--- config.mk ---
export PLATFORM = sky130hd
export DESIGN_NAME = ultrasonic_echo_emulator
export DESIGN_NICKNAME = d
export VERILOG_FILES = /design/src/rtl/ultrasonic_pkg.sv /design/src/rtl/ultrasonic_echo_emulator_trig_qualifier.sv /design/src/rtl/ultrasonic_echo_emulator.sv
export SDC_FILE = /design/constraint.sdc
export NUM_CORES = 1
export LEC_CHECK = 0
export ABC_AREA = 1
export BUFFER_PORTS_ARGS = -buffer_cell sky130_fd_sc_hd__buf_2
export CORE_MARGIN = 4
export CORE_UTILIZATION = 59
export DETAILED_ROUTE_END_ITERATION = 7
export GPL_TIMING_DRIVEN = 0
export PLACE_DENSITY = 0.72
export SLEW_MARGIN = 20
export SYNTH_ARGS = -nofsm -noshare
export SYNTH_HDL_FRONTEND = slang
export SYNTH_SLANG_ARGS = --single-unit
--- constraint.sdc ---
create_clock -name clk -period 6.04 [get_ports clk]
set_clock_uncertainty 0.15 [all_clocks]
set_input_delay 0.906 -clock clk [delete_from_list [all_inputs] [get_ports clk]]
set_output_delay 0.906 -clock clk [all_outputs]
set_load 0.005 [all_outputs]
--- src/rtl/ultrasonic_pkg.sv ---
// Shared timing constants and FSM encodings for the HC-SR04 echo emulator.
// Defaults assume a 50 MHz clock.
package ultrasonic_pkg;

  localparam int unsigned CYC_PER_US       = 50;
  localparam int unsigned DEF_TRIG_MIN_CYC = 10 * CYC_PER_US;
  localparam int unsigned DEF_BURST_CYC    = 200 * CYC_PER_US;
  localparam int unsigned DEF_CYC_PER_CM   = 58 * CYC_PER_US;
  localparam int unsigned DEF_MAX_CM       = 400;
  localparam int unsigned DEF_TIMEOUT_CYC  = 38000 * CYC_PER_US;
  localparam int unsigned DEF_HOLDOFF_CYC  = 10000 * CYC_PER_US;

  localparam logic [2:0] S_IDLE  = 3'd0;
  localparam logic [2:0] S_TRIG  = 3'd1;
  localparam logic [2:0] S_BURST = 3'd2;
  localparam logic [2:0] S_ECHO  = 3'd3;
  localparam logic [2:0] S_HOLD  = 3'd4;

  // Out-of-range or zero distance reports the no-target timeout width.
  function automatic logic [31:0] echo_target(
    input logic [15:0] cm,
    input int unsigned cyc_per_cm,
    input int unsigned max_cm,
    input int unsigned timeout_cyc
  );
    logic [31:0] cm32;
    logic [31:0] prod;
    cm32 = {16'd0, cm};
    prod = cm32 * cyc_per_cm;
    if (cm32 != 32'd0 && cm32 <= max_cm)
      return prod;
    return timeout_cyc;
  endfunction

endpackage

--- src/rtl/ultrasonic_echo_emulator_trig_qualifier.sv ---
// Trigger synchronizer, arming, edge detect and width qualification.
// Emits registered rise, ok and short pulses.
module trig_qualifier
  import ultrasonic_pkg::*;
#(
  parameter int unsigned TRIG_MIN_CYC = DEF_TRIG_MIN_CYC
) (
  input  logic clk,
  input  logic reset,
  input  logic i_trig,
  output logic o_rise,
  output logic o_ok,
  output logic o_short
);

  logic        r_s1;
  logic        r_s2;
  logic        r_s3;
  logic [1:0]  r_prime;
  logic        r_armed;
  logic        r_inpulse;
  logic [31:0] r_wcnt;
  logic        r_rise;
  logic        r_ok;
  logic        r_short;
  logic        w_rise;
  logic        w_fall;
  logic        w_long;

  assign w_rise = r_armed & r_s2 & ~r_s3;
  assign w_fall = ~r_s2 & r_s3;
  assign w_long = (r_wcnt >= TRIG_MIN_CYC);

  // r_prime keeps reset-value zeros in the sync chain from arming us.
  always_ff @(posedge clk) begin
    if (reset) begin
      r_s1      <= 1'b0;
      r_s2      <= 1'b0;
      r_s3      <= 1'b0;
      r_prime   <= 2'b00;
      r_armed   <= 1'b0;
      r_inpulse <= 1'b0;
      r_wcnt    <= 32'd0;
      r_rise    <= 1'b0;
      r_ok      <= 1'b0;
      r_short   <= 1'b0;
    end else begin
      r_s1    <= i_trig;
      r_s2    <= r_s1;
      r_s3    <= r_s2;
      r_prime <= {r_prime[0], 1'b1};
      r_armed <= r_armed | (r_prime[1] & ~r_s2);
      r_rise  <= w_rise;
      r_ok    <= w_fall & r_inpulse & w_long;
      r_short <= w_fall & r_inpulse & ~w_long;
      if (w_rise) begin
        r_inpulse <= 1'b1;
        r_wcnt    <= 32'd1;
      end else if (w_fall) begin
        r_inpulse <= 1'b0;
      end else if (r_s2 && r_inpulse && !w_long) begin
        r_wcnt <= r_wcnt + 32'd1;
      end
    end
  end

  assign o_rise  = r_rise;
  assign o_ok    = r_ok;
  assign o_short = r_short;

endmodule

--- src/rtl/ultrasonic_echo_emulator.sv ---
// HC-SR04 responder: trigger -> burst delay -> echo sized by dist_cm.
// ULTRASONIC_EMU_REJECT_CNT_EN adds a saturating reject_cnt output.
module ultrasonic_echo_emulator
  import ultrasonic_pkg::*;
#(
  parameter int unsigned TRIG_MIN_CYC = DEF_TRIG_MIN_CYC,
  parameter int unsigned BURST_CYC    = DEF_BURST_CYC,
  parameter int unsigned CYC_PER_CM   = DEF_CYC_PER_CM,
  parameter int unsigned MAX_CM       = DEF_MAX_CM,
  parameter int unsigned TIMEOUT_CYC  = DEF_TIMEOUT_CYC,
  parameter int unsigned HOLDOFF_CYC  = DEF_HOLDOFF_CYC
) (
  input  logic        clk,
  input  logic        reset,
  input  logic        trigger,
  input  logic [15:0] dist_cm,
  output logic        echo,
  output logic        busy,
  output logic        short_trig
`ifdef ULTRASONIC_EMU_REJECT_CNT_EN
  ,
  output logic [7:0]  reject_cnt
`endif
);

  logic [2:0]  r_state;
  logic [15:0] r_snap;
  logic [31:0] r_cnt;
  logic        r_echo;
  logic        r_short;
  logic        w_rise;
  logic        w_ok;
  logic        w_short;
  logic        w_busy;
  logic [31:0] w_target;

  trig_qualifier #(
    .TRIG_MIN_CYC(TRIG_MIN_CYC)
  ) u_qual (
    .clk    (clk),
    .reset  (reset),
    .i_trig (trigger),
    .o_rise (w_rise),
    .o_ok   (w_ok),
    .o_short(w_short)
  );

  assign w_target = echo_target(r_snap, CYC_PER_CM, MAX_CM, TIMEOUT_CYC);
  assign w_busy   = (r_state == S_BURST) || (r_state == S_ECHO)
                 || (r_state == S_HOLD);

  always_ff @(posedge clk) begin
    if (reset) begin
      r_state <= S_IDLE;
      r_snap  <= 16'd0;
      r_cnt   <= 32'd0;
      r_echo  <= 1'b0;
      r_short <= 1'b0;
    end else begin
      r_short <= 1'b0;
      case (r_state)
        S_IDLE: begin
          if (w_rise)
            r_state <= S_TRIG;
        end
        S_TRIG: begin
          if (w_ok) begin
            r_state <= S_BURST;
            r_snap  <= dist_cm;
            r_cnt   <= 32'd0;
          end else if (w_short) begin
            r_state <= S_IDLE;
            r_short <= 1'b1;
          end
        end
        S_BURST: begin
          if (r_cnt == BURST_CYC - 1) begin
            r_state <= S_ECHO;
            r_echo  <= 1'b1;
            r_cnt   <= w_target;
          end else begin
            r_cnt <= r_cnt + 32'd1;
          end
        end
        // r_cnt holds remaining high cycles including the current one.
        S_ECHO: begin
          if (r_cnt == 32'd1) begin
            r_state <= S_HOLD;
            r_echo  <= 1'b0;
            r_cnt   <= 32'd0;
          end else begin
            r_cnt <= r_cnt - 32'd1;
          end
        end
        S_HOLD: begin
          if (r_cnt == HOLDOFF_CYC - 1) begin
            r_state <= S_IDLE;
            r_cnt   <= 32'd0;
          end else begin
            r_cnt <= r_cnt + 32'd1;
          end
        end
        default: r_state <= S_IDLE;
      endcase
    end
  end

`ifdef ULTRASONIC_EMU_REJECT_CNT_EN
  logic [7:0] r_rej;
  logic       w_rej;

  assign w_rej = ((r_state == S_TRIG) && !w_ok && w_short)
              || (w_rise && w_busy);

  always_ff @(posedge clk) begin
    if (reset)
      r_rej <= 8'd0;
    else if (w_rej && r_rej != 8'hFF)
      r_rej <= r_rej + 8'd1;
  end

  assign reject_cnt = r_rej;
`endif

  assign echo       = r_echo;
  assign busy       = w_busy;
  assign short_trig = r_short;

endmodule
==> results by group <==
Global route
  • First-pass GRT wire length: ~42,000 um
  • Gr ovfl total: 0
  • Initial antenna violation count: 0
  • Pin count of the biggest net entering global routing: 17
  • Tot GR Track Use: 29.8%
  • Vias in the first global route: a little over 8,000

Die
  • Cell Rows: 45
  • Die H: 133 um
  • Core area: between 0.015 and 0.02 mm2
  • Starting Density: between 60% and 70%
  • Die extent in x: about 130 um
  • Ports: 22
  • Full die area: around 0.018 mm2

Placement
  • Port Buf Inserts: 20
  • Dpl cells: roughly 1,600
  • Placed Area: approximately 0.0096 mm2
  • Detail Placement HPWL: between 20,000 and 25,000 um
  • Placer Congestion: just over 1

Timing
  • Fin. max-slew vios: 0
  • RSZ-0062 raised after global routing: false
  • Final hold violation count: 0
  • Tcrit/Tclk final: a little over four fifths
  • Final setup viols: 0
  • Rel. slew slack: 50.6%
  • Fmax: ~190 MHz
  • Worst hold slack: between 200 and 300 ps
  • Worst-Margin Slew: ~740 ps
  • Setup TNS: 0 ps
  • Minimum clock period: 5130 ps

Synth
  • Ys Warns: 0
  • Mapped Cells: around 1,400
  • #FFs+latches synth: between 90 and 100
  • Netlist cell types: 43
  • Syn_nets: 1,557
  • Seq/Total Area, Yosys: 20.5%
  • Mean Syn Cell Area: 6.54 um2
  • Synthesized cell area: roughly 0.0093 mm2

Detailed routing
  • Wire per inst: between 15 and 20 um
  • Post-Route WL: 25,900 um
  • Initial drt markers: approximately 900
  • Routed vias/inst: 5.44
  • DRT antenna net count: 0
  • Via count: 9,041
  • DRT Pass-1 Iters: 6
  • Number of remaining DRC errors: 0

Worst setup path
  • Crit path max fanout: 5
  • RR Endpoint: r_cnt[23]
  • CP Launch Type: register
  • Worst R2R Start: r_snap[1]
  • CP required: slightly above 6000 ps
  • Reg2Reg Depth: 24
  • Reg2reg setup slack: approximately 910 ps
  • Crit Path Category: reg -> reg
  • CP arrival: around 5300 ps
  • Critical Path End Type: register

Min path
  • Hold depth: 2
  • Hold EP: u_qual.r_s2
  • Hold WC Path Type: reg -> reg
  • Worst hold start: u_qual.r_s1

Clock network
  • CTS tree: built
  • Worst skew pair latency: approximately 360 ps
  • Hold_buf cts: 0
  • Max Buffers Root-to-Sink: 2
  • Reg clk slew, reported paths: roughly 70 ps
  • H-tree Lvls: 3
  • Number of buffers created by CTS: 9
  • Sink Count: 95
  • Post-CTS setup buffer count: 0
  • CTS-repair resized insts: 0
  • Root Buffer: clkbuf_16

Power and ir drop
  • Internal Dissipation: just under 1 mW
  • Comb pwr share: 2.8%
  • Switching Share: 23.4%
  • Clk pwr share: a little under half
  • P_sw: between 0.2 and 0.3 mW
  • VDD IR-drop max: approximately 0.00017 V
  • Sequential fraction of design power: about 49%
  • Pleak: roughly 5.3 nW
  • Pwr Density: around 130 mW/mm2

Final layout
  • Final Instance Area: 0.00993 mm2
  • Area growth syn-to-layout: 7.23%
  • Commonest non-fill, non-tap cells in the layout: nand2_1 (318), inv_1 (270), nor2_1 (155)
  • Nets: 1,588
  • Final Non-Filler Cells: about 1,700
  • Commonest non-fill, non-tap cell in the layout: nand2_1
  • N_diodes: 0
  • Layout cells sized above 1: under 10%

Run status
  • Outcome: complete, no violations

Run
  • Maxcap violations: 0
## cell usage after synthesis, drive strengths merged
library cell	count	share of area (%)
dfxtp	95	21
o21ai	63	3.4
nand2	323	13
o211ai	3	0.24
clkinv	3	0.14
nand3	117	6.5
o22ai	1	0.068
o31ai	1	0.081
and3	2	0.14
or2	2	0.14
a22oi	1	0.081
a31oi	1	0.068
inv	276	11
nor2	170	7.5
buf	23	1.8
a21o	4	0.32
nor3	34	2.3
nand3b	3	0.24
xnor2	6	0.57
o2111ai	9	0.85
clkbuf	9	0.36
nor4	1	0.068
o21bai	2	0.16
nor3b	1	0.081
a21oi	60	3.2
nand4	46	3.1
and2	4	0.27
ha	79	11
xor2	32	3.0
fa	44	9.5
## worst max-delay path by stage
stage / from / endpoint
CTS: r_snap[1] / r_cnt[23]
detailed placement: r_snap[1] / r_cnt[23]
floorplan: r_snap[1] / r_cnt[15]
global placement: r_snap[1] / r_cnt[23]
global route: r_snap[1] / r_cnt[23]
finish: r_snap[1] / r_cnt[23]
## routing by layer
metal | part of all wire, % | vias to the layer above | GRT usage, %
li1 | - | 4531 | -
met1 | 47 | 4106 | 43.0
met2 | 42 | 360 | 44.8
met3 | 9.1 | 44 | 6.50
met4 | 2.7 | 0 | 9.03
met5 | 0 | - | 0
## per-stage QoR
step / total power [mW] / utilization (%) / setup slack (ps)
global placement: 0.682 / 62.8 / 1030
global route: 1.31 / 64.8 / 607
detailed placement: 0.682 / 62.8 / 951
floorplan: 0.669 / - / 1630
CTS: 1.28 / 64.8 / 924
finish: 1.28 / 64.8 / 906
## critical path, stage by stage (launching register included)
cell	delay (ps)
dfxtp_1	430
ha_1	310
xnor2_1	170
inv_1	100
ha_1	180
or2_2	310
fa_1	480
fa_1	550
inv_1	50
fa_1	500
inv_1	40
ha_1	350
nand2_1	130
inv_1	50
a21oi_1	270
nand3_1	230
nand2_1	120
nand2_1	50
nand2_1	50
nand3_1	190
nand2_1	110
nand2_1	60
nand3_1	90
nand2_1	50
inv_1	50
## layout make-up
cell class                 instances  area (um2)
tap                              211         264
buffer                            32         199
multi-input combinational       1009        6110
fill                            1493        5390
inverter                         279        1050
clock buffer                      10         239
timing repair buffer              20         100
sequential                        95        1900
clock inverter                     5        66.3
## flip-flops by register name, summed over array words and instances, names as in the netlist
| register | count |
|---|---|
| u_qual.r_s3 | 1 |
| u_qual.r_armed | 1 |
| u_qual.r_prime | 2 |
| u_qual.r_wcnt | 32 |
| u_qual.r_inpulse | 1 |
| echo | 1 |
| u_qual.o_ok | 1 |
| u_qual.o_rise | 1 |
| u_qual.r_s1 | 1 |
| u_qual.o_short | 1 |
| short_trig | 1 |
| u_qual.r_s2 | 1 |
| r_cnt | 32 |
| r_snap | 16 |
| r_state | 3 |
## power by group through the flow
stage	sequential, mW	clock, mW	combinational [mW]
floorplan	0.645	0	0.0233
global placement	0.646	0	0.0359
global route	0.631	0.642	0.0407
finish	0.631	0.610	0.0359
detailed placement	0.646	0	0.0362
CTS	0.631	0.615	0.0363
## cell families (layout without fill, tap and decap cells)
group,Yosys count,count (layout),synth area share (%)
adder cells (fa/ha/maj),123,123,20.2
flip-flops,95,95,20.5
XOR/XNOR,38,38,3.59
AO/OA/AOI/OAI,145,145,8.53
AND/OR/NAND/NOR,703,703,33.7
buffers and inverters,311,346,13.5
(Power assumes the default switching activity.)
